--- config.mk ---
export PLATFORM = sky130hd
export DESIGN_NAME = uart_stream_ctrl
export DESIGN_NICKNAME = d
export VERILOG_FILES = /design/src/rtl/uart_stream_ctrl_pkg.sv /design/src/rtl/uart_stream_ctrl_fifo.sv /design/src/rtl/uart_stream_ctrl.sv
export SDC_FILE = /design/constraint.sdc
export NUM_CORES = 1
export LEC_CHECK = 0
export ABC_CLOCK_PERIOD_IN_PS = 1900
export CORE_MARGIN = 5
export CORE_UTILIZATION = 53
export CTS_BUF_LIST = sky130_fd_sc_hd__clkbuf_8
export CTS_CLUSTER_SIZE = 40
export DETAILED_ROUTE_END_ITERATION = 7
export PLACE_DENSITY = 0.76
export SLEW_MARGIN = 10
export SYNTH_ARGS = -nofsm -noshare
export SYNTH_HDL_FRONTEND = slang
export SYNTH_SLANG_ARGS = --single-unit
--- constraint.sdc ---
create_clock -name clock -period 1.9 [get_ports clock]
set_clock_uncertainty 0.05 [all_clocks]
set_input_delay 0.475 -clock clock [delete_from_list [all_inputs] [get_ports clock]]
set_output_delay 0.475 -clock clock [all_outputs]
set_load 0.02 [all_outputs]
--- src/rtl/uart_stream_ctrl_pkg.sv ---
// Shared UART definitions: register map, control bits, controller states, bus payload.
package uart_stream_ctrl_pkg;

    localparam int unsigned DATA_W = 8;
    localparam int unsigned ADDR_W = 3;

    // UART register addresses
    localparam logic [ADDR_W-1:0] UART_ADDR_CTRL = 3'd0;
    localparam logic [ADDR_W-1:0] UART_ADDR_RX   = 3'd1;
    localparam logic [ADDR_W-1:0] UART_ADDR_TX   = 3'd2;

    // Control register bit indices
    localparam int unsigned CTL_RX_AVAL  = 0;
    localparam int unsigned CTL_TX_BUSY  = 1;
    localparam int unsigned CTL_IRQ_ENAB = 2;

    typedef enum logic [2:0] {
        ST_IDLE,
        ST_RD_STROBE,
        ST_RD_WAIT_HI,
        ST_RD_WAIT_LO,
        ST_RD_HOLD,
        ST_EVAL,
        ST_WR,
        ST_WR_SETTLE
    } ctrl_state_e;

    // Registered UART-side bus
    typedef struct packed {
        logic              cs;
        logic              wr;
        logic              rd_strobe;
        logic [ADDR_W-1:0] addr;
        logic [DATA_W-1:0] wdata;
    } uart_bus_t;

    localparam uart_bus_t UART_BUS_IDLE = '{
        cs: 1'b1, wr: 1'b1, rd_strobe: 1'b0, addr: UART_ADDR_CTRL, wdata: '0
    };

endpackage

--- src/rtl/uart_stream_ctrl_fifo.sv ---
// Synchronous valid/ready FIFO with registered full/empty flags.
module sync_fifo #(
    parameter int unsigned WIDTH = 8,
    parameter int unsigned DEPTH = 4
) (
    input  logic             clock,
    input  logic             reset,
    input  logic             in_valid,
    output logic             in_ready,
    input  logic [WIDTH-1:0] in_data,
    output logic             out_valid,
    input  logic             out_ready,
    output logic [WIDTH-1:0] out_data
);

    localparam int unsigned PTR_W = $clog2(DEPTH);
    localparam int unsigned CNT_W = PTR_W + 1;

    logic [WIDTH-1:0] mem [DEPTH];
    logic [PTR_W-1:0] wr_ptr;
    logic [PTR_W-1:0] rd_ptr;
    logic [CNT_W-1:0] count_q;
    logic [CNT_W-1:0] count_d;
    logic             do_push;
    logic             do_pop;

    assign do_push  = in_valid && in_ready;
    assign do_pop   = out_valid && out_ready;
    assign out_data = mem[rd_ptr];

    // Occupancy after this cycle's transfers
    always_comb begin
        count_d = count_q;
        if (do_push && !do_pop) begin
            count_d = count_q + CNT_W'(1);
        end else if (do_pop && !do_push) begin
            count_d = count_q - CNT_W'(1);
        end
    end

    // Pointers, count and flags; pointers wrap naturally at the power-of-two depth
    always_ff @(posedge clock) begin
        if (reset) begin
            wr_ptr    <= '0;
            rd_ptr    <= '0;
            count_q   <= '0;
            in_ready  <= 1'b1;
            out_valid <= 1'b0;
        end else begin
            if (do_push) wr_ptr <= wr_ptr + PTR_W'(1);
            if (do_pop)  rd_ptr <= rd_ptr + PTR_W'(1);
            count_q   <= count_d;
            in_ready  <= (count_d != CNT_W'(DEPTH));
            out_valid <= (count_d != '0);
        end
    end

    // Storage array, no reset needed
    always_ff @(posedge clock) begin
        if (do_push) mem[wr_ptr] <= in_data;
    end

endmodule

--- src/rtl/uart_stream_ctrl.sv ---
// Polling bridge between host byte streams and a register-mapped UART.
module uart_stream_ctrl
    import uart_stream_ctrl_pkg::*;
#(
    parameter int unsigned TX_DEPTH   = 4,
    parameter int unsigned RX_DEPTH   = 4,
    parameter int unsigned RD_TIMEOUT = 8
) (
    input  logic              clock,
    input  logic              reset,
    input  logic              tx_valid,
    output logic              tx_ready,
    input  logic [DATA_W-1:0] tx_data,
    output logic              rx_valid,
    input  logic              rx_ready,
    output logic [DATA_W-1:0] rx_data,
    output logic              u_cs,
    output logic              u_rd_strobe,
    input  logic              u_rd_busy,
    output logic              u_wr,
    output logic [ADDR_W-1:0] u_addr,
    output logic [DATA_W-1:0] u_wdata,
    input  logic [DATA_W-1:0] u_rdata,
    output logic              err_timeout
);

    localparam int unsigned TMR_W = $clog2(RD_TIMEOUT + 1);
    localparam logic [TMR_W-1:0] TMO_LAST = TMR_W'(RD_TIMEOUT - 1);

    ctrl_state_e       state_q, state_d;
    logic [ADDR_W-1:0] rd_addr_q, rd_addr_d;
    logic [DATA_W-1:0] rdata_q, rdata_d;
    logic [TMR_W-1:0]  tmr_q, tmr_d;
    uart_bus_t         bus_q, bus_d;
    logic              err_d;
    logic              tx_pop;
    logic              tx_head_valid;
    logic [DATA_W-1:0] tx_head;
    logic              rx_push;
    logic              rx_space;

    sync_fifo #(.WIDTH(DATA_W), .DEPTH(TX_DEPTH)) u_tx_fifo (
        .clock     (clock),
        .reset     (reset),
        .in_valid  (tx_valid),
        .in_ready  (tx_ready),
        .in_data   (tx_data),
        .out_valid (tx_head_valid),
        .out_ready (tx_pop),
        .out_data  (tx_head)
    );

    sync_fifo #(.WIDTH(DATA_W), .DEPTH(RX_DEPTH)) u_rx_fifo (
        .clock     (clock),
        .reset     (reset),
        .in_valid  (rx_push),
        .in_ready  (rx_space),
        .in_data   (rdata_q),
        .out_valid (rx_valid),
        .out_ready (rx_ready),
        .out_data  (rx_data)
    );

    // Next state, FIFO strobes and next UART bus value
    always_comb begin
        state_d   = state_q;
        rd_addr_d = rd_addr_q;
        rdata_d   = rdata_q;
        tmr_d     = tmr_q;
        err_d     = 1'b0;
        tx_pop    = 1'b0;
        rx_push   = 1'b0;
        bus_d     = UART_BUS_IDLE;

        case (state_q)
            ST_IDLE: begin
                rd_addr_d = UART_ADDR_CTRL;
                state_d   = ST_RD_STROBE;
            end
            ST_RD_STROBE: begin
                tmr_d   = '0;
                state_d = ST_RD_WAIT_HI;
            end
            ST_RD_WAIT_HI: begin
                if (u_rd_busy) begin
                    tmr_d   = '0;
                    state_d = ST_RD_WAIT_LO;
                end else if (tmr_q == TMO_LAST) begin
                    err_d   = 1'b1;
                    state_d = ST_IDLE;
                end else begin
                    tmr_d = tmr_q + TMR_W'(1);
                end
            end
            ST_RD_WAIT_LO: begin
                if (!u_rd_busy) begin
                    rdata_d = u_rdata;
                    state_d = ST_RD_HOLD;
                end else if (tmr_q == TMO_LAST) begin
                    err_d   = 1'b1;
                    state_d = ST_IDLE;
                end else begin
                    tmr_d = tmr_q + TMR_W'(1);
                end
            end
            ST_RD_HOLD: begin
                if (rd_addr_q == UART_ADDR_CTRL) begin
                    state_d = ST_EVAL;
                end else begin
                    rx_push = 1'b1;
                    state_d = ST_IDLE;
                end
            end
            ST_EVAL: begin
                // Draining the UART receiver outranks transmitting; a full RX FIFO leaves the byte in the UART
                if (rdata_q[CTL_RX_AVAL] && rx_space) begin
                    rd_addr_d = UART_ADDR_RX;
                    state_d   = ST_RD_STROBE;
                end else if (!rdata_q[CTL_TX_BUSY] && tx_head_valid) begin
                    state_d = ST_WR;
                end else begin
                    state_d = ST_IDLE;
                end
            end
            ST_WR: begin
                tx_pop  = 1'b1;
                tmr_d   = '0;
                state_d = ST_WR_SETTLE;
            end
            ST_WR_SETTLE: begin
                // Two quiet cycles let the UART raise TX_BUSY before the next poll
                if (tmr_q == TMR_W'(1)) begin
                    state_d = ST_IDLE;
                end else begin
                    tmr_d = tmr_q + TMR_W'(1);
                end
            end
            default: state_d = ST_IDLE;
        endcase

        case (state_d)
            ST_RD_STROBE: begin
                bus_d.cs        = 1'b0;
                bus_d.rd_strobe = 1'b1;
                bus_d.addr      = rd_addr_d;
            end
            ST_RD_WAIT_HI, ST_RD_WAIT_LO, ST_RD_HOLD: begin
                bus_d.cs   = 1'b0;
                bus_d.addr = rd_addr_d;
            end
            ST_WR: begin
                bus_d.cs    = 1'b0;
                bus_d.wr    = 1'b0;
                bus_d.addr  = UART_ADDR_TX;
                bus_d.wdata = tx_head;
            end
            default: ;
        endcase
    end

    // State and registered outputs
    always_ff @(posedge clock) begin
        if (reset) begin
            state_q     <= ST_IDLE;
            rd_addr_q   <= UART_ADDR_CTRL;
            rdata_q     <= '0;
            tmr_q       <= '0;
            bus_q       <= UART_BUS_IDLE;
            err_timeout <= 1'b0;
        end else begin
            state_q     <= state_d;
            rd_addr_q   <= rd_addr_d;
            rdata_q     <= rdata_d;
            tmr_q       <= tmr_d;
            bus_q       <= bus_d;
            err_timeout <= err_d;
        end
    end

    assign u_cs        = bus_q.cs;
    assign u_wr        = bus_q.wr;
    assign u_rd_strobe = bus_q.rd_strobe;
    assign u_addr      = bus_q.addr;
    assign u_wdata     = bus_q.wdata;

endmodule

==> insert_results.sql <==
INSERT INTO impl_metrics (metric_group, metric, value, unit) VALUES
('routing', 'drt_first_pass_iters', '4', ''),
('logic_synthesis', 'synthesis.yosys.warnings', '0', ''),
('global_routing', 'grt.total_usage', '17.8', '%'),
('floorplanning', 'design.portCount', '46', ''),
('logic_synthesis', 'most_used_dff_post_synth', 'sky130_fd_sc_hd__edfxtp_1', ''),
('clock_network', 'cts.clk_slew.worst_paths', '70', 'ps'),
('worst_setup_path', 'crit_fanout', '4', ''),
('global_routing', 'via_count_of_the_first_global_routing_pass', '3253', ''),
('clock_network', 'cts.htree.levels', '4', ''),
('worst_setup_path', 'timing.critical_path.max_delay_family', 'multiplexers', ''),
('worst_setup_path', 'category_of_the_worst_setup_path_capture_point', 'primary output', ''),
('outcome', 'outcome', 'finished with violations', ''),
('final_layout', 'drive_gt1_share', '23.3', '%'),
('pwr', 'peakVddDrop', '0.610', 'mV'),
('outcome', 'violations', 'setup timing', ''),
('routing', 'drc_violation_count_after_routing', '0', ''),
('place', 'hpwlAfterDp', '6420', 'um'),
('final_layout', 'fillers', '620', ''),
('final_layout', 'area_growth', '26.4', '%'),
('routing', 'vias_per_cell', '5.50', ''),
('pwr', 'power.total', '0.00591', 'W'),
('clock_network', 'cts-root-buf', 'sky130_fd_sc_hd__clkbuf_8', ''),
('logic_synthesis', 'post_synth_num_cell_types', '55', ''),
('timing', 'maxSlewViolCount', '0', ''),
('place', 'gp_congestion', '0.858', ''),
('clock_network', 'post_cts_resize_count', '58', ''),
('timing', 'maxClockFrequency', '474', 'MHz'),
('place', 'dpl.cell_count', '540', ''),
('floorplanning', 'die_h', '105', 'um'),
('timing', 'final_critical_path_setup_slack', '-209', 'ps'),
('logic_synthesis', 'synth_largest_type_area_fraction', '40.1', '%'),
('logic_synthesis', 'syn_avg_cell_area', '12.9', 'um^2'),
('worst_setup_path', 'crit_path_cell_trace', 'buf_6, mux4_2, buf_6', ''),
('worst_setup_path', 'startpoint_type', 'flop', ''),
('worst_setup_path', 'cp.required', '1370', 'ps'),
('logic_synthesis', 'synth-async-reset-ratio', '0', '%'),
('logic_synthesis', 'seq_area_frac_synth', '62.3', '%'),
('floorplanning', 'core', '0.00876', 'mm^2'),
('global_routing', 'grt_antenna_before_repair', '0', ''),
('job', 'max-cap-violations', '0', ''),
('logic_synthesis', 'synth.cell_area', '0.00479', 'mm^2'),
('timing', 'setup_total_neg_slack', '-1560', 'ps'),
('final_layout', 'finish.net_count', '486', ''),
('global_routing', 'grt_max_degree', '20', ''),
('clock_network', 'cts_made_buffers', '17', ''),
('worst_setup_path', 'critical_path.slowest_cell', 'sky130_fd_sc_hd__mux4_2', ''),
('floorplanning', 'die_w', '105', 'um'),
('timing', 'hold_violations', '0', ''),
('routing', 'wirelength', '9270', 'um'),
('logic_synthesis', 'post_synth_edffs', '64', ''),
('clock_network', 'cts_hold_buffers', '0', ''),
('worst_setup_path', 'worst-r2r-setup-slack', '120', 'ps'),
('timing', 'timing.final.crit_period', '2110', 'ps'),
('logic_synthesis', 'synth_nets', '407', ''),
('routing', 'postRouteAntennaNets', '0', ''),
('routing', 'detailroute.via_count', '3148', ''),
('logic_synthesis', 'synth.most_common_cell', 'sky130_fd_sc_hd__edfxtp_1', ''),
('worst_setup_path', 'cp_num_buf_inv', '2', ''),
('timing', 'number_of_failing_setup_endpoints_in_the_final_timing_report', '8', ''),
('timing', 'timing.slew.headroom', '71.6', '%'),
('logic_synthesis', 'synth-seq-cells', '117', ''),
('pwr', 'power.density_cell_area', '977', 'mW/mm^2'),
('clock_network', 'cts_sinks', '117', ''),
('floorplanning', 'start_util', '54.7', '%'),
('timing', 'final_min_period_over_clock_period', '111', '%'),
('worst_setup_path', 'cp_data_arrival_time', '1580', 'ps'),
('worst_setup_path', 'cpMostUsedCell', 'sky130_fd_sc_hd__buf_6', ''),
('logic_synthesis', 'synth_top_cells_by_area', 'sky130_fd_sc_hd__edfxtp_1 40%, sky130_fd_sc_hd__dfxtp_1 22%, sky130_fd_sc_hd__mux4_2 7.5%', ''),
('hold_path', 'worstHoldPathType', 'flop to flop', ''),
('clock_network', 'ctsLongestPathBuffers', '2', ''),
('clock_network', 'cts_tree', 'built', '');
[kinds of logic (layout without fill, tap and decap cells)]
| family | count (synthesis) | count (layout) | synth area share (%) |
|---|---|---|---|
| fa+ha+maj | 14 | 14 | 3.66 |
| compound gates | 58 | 58 | 7.92 |
| mux | 17 | 17 | 7.84 |
| buf+inv | 38 | 130 | 3.58 |
| xor+xnor | 9 | 9 | 1.65 |
| flops | 117 | 117 | 62.3 |
| simple gates | 119 | 119 | 13.1 |
[layout by cell type, fill, tap and decap left out, types with 3 or more instances in the layout]
cell type / n
sky130_fd_sc_hd__and3_2: 4
sky130_fd_sc_hd__dlymetal6s2s_1: 6
sky130_fd_sc_hd__clkdlybuf4s50_1: 24
sky130_fd_sc_hd__buf_4: 30
sky130_fd_sc_hd__clkbuf_8: 17
sky130_fd_sc_hd__a21oi_1: 17
sky130_fd_sc_hd__a311oi_1: 4
sky130_fd_sc_hd__buf_6: 10
sky130_fd_sc_hd__inv_1: 16
sky130_fd_sc_hd__edfxtp_1: 64
sky130_fd_sc_hd__o21bai_1: 3
sky130_fd_sc_hd__inv_6: 3
sky130_fd_sc_hd__nand2_1: 37
sky130_fd_sc_hd__and3_1: 7
sky130_fd_sc_hd__o21ai_0: 9
sky130_fd_sc_hd__ha_1: 14
sky130_fd_sc_hd__nor2_1: 22
sky130_fd_sc_hd__clkinvlp_4: 3
sky130_fd_sc_hd__a31oi_1: 3
sky130_fd_sc_hd__dfxtp_1: 51
sky130_fd_sc_hd__xor2_1: 3
sky130_fd_sc_hd__xnor2_1: 6
sky130_fd_sc_hd__nand3_1: 10
sky130_fd_sc_hd__bufinv_16: 3
sky130_fd_sc_hd__o211ai_1: 3
sky130_fd_sc_hd__nor3_1: 7
sky130_fd_sc_hd__clkinv_4: 3
sky130_fd_sc_hd__nor2b_1: 12
sky130_fd_sc_hd__mux4_2: 16
sky130_fd_sc_hd__dlygate4sd2_1: 7
sky130_fd_sc_hd__buf_12: 5
[layer usage]
metal	GRT usage (%)	part of all wire, %	wire length [um]
met5	0	0	0
met4	6.39	1.3	117
met3	5.49	5.1	471
met2	30.6	52	4820
met1	21.0	42	3860
[sequential cells by signal (all words and copies together), names as in the netlist, named ones only]
signal,cells
u_wdata,8
u_rx_fifo.mem,32
u_rx_fifo.count_q,3
u_tx_fifo.wr_ptr,2
u_cs,1
u_rx_fifo.rd_ptr,2
u_tx_fifo.mem,32
u_tx_fifo.out_valid,1
tmr_q,4
u_wr,1
rd_addr_q,3
u_rx_fifo.wr_ptr,2
u_addr,3
u_rx_fifo.in_ready,1
state_q,3
u_rx_fifo.out_valid,1
u_rd_strobe,1
err_timeout,1
rdata_q,8
u_tx_fifo.rd_ptr,2
u_tx_fifo.count_q,3
u_tx_fifo.in_ready,1
[final cells by class]
| cell class | instances | area [um^2] | share of cell area (%) |
|---|---|---|---|
| inverter | 16 | 60.1 | 0.992 |
| sequential | 117 | 2990 | 49.3 |
| multi-input combinational | 217 | 1650 | 27.2 |
| timing repair buffer | 82 | 815 | 13.5 |
| clock buffer | 17 | 234 | 3.86 |
| clock inverter | 15 | 178 | 2.93 |
| tap | 108 | 135 | 2.23 |
[worst reg2reg max path, delay by kind of cell (launching register included)]
| family | cells | cell delay (ps) |
|---|---|---|
| flops | 1 | 330 |
| compound gates | 2 | 370 |
| simple gates | 3 | 750 |
| buf+inv | 1 | 70 |
| fa+ha+maj | 1 | 130 |
[metrics by stage]
step,worst slack [ps],utilization [%],hold WS [ps],area (um^2)
2_1_floorplan,114,-,388,4790
3_3_place_gp,-162,63.9,410,5600
3_5_place_dp,-199,63.9,425,5600
4_1_cts,-243,68.8,444,6030
5_1_grt,-261,69.1,470,6060
6_report,-209,69.1,430,6060
[final timing paths]
check,start,to,cells past startpoint
worst max register to register,tmr_q[1],tmr_q[0],7
worst max-delay path,flop,rx_data[0],3
worst min register to register,tmr_q[0],tmr_q[0],1
worst min-delay path,tmr_q[0],tmr_q[0],1
[power by group]
group	leakage (nW)	switching [W]	internal, W
logic	1.11	0.000362	0.000373
registers	0.971	0.0000791	0.00277
clock network	0.198	0.00103	0.00130
Power figures use the tool's default switching activity.
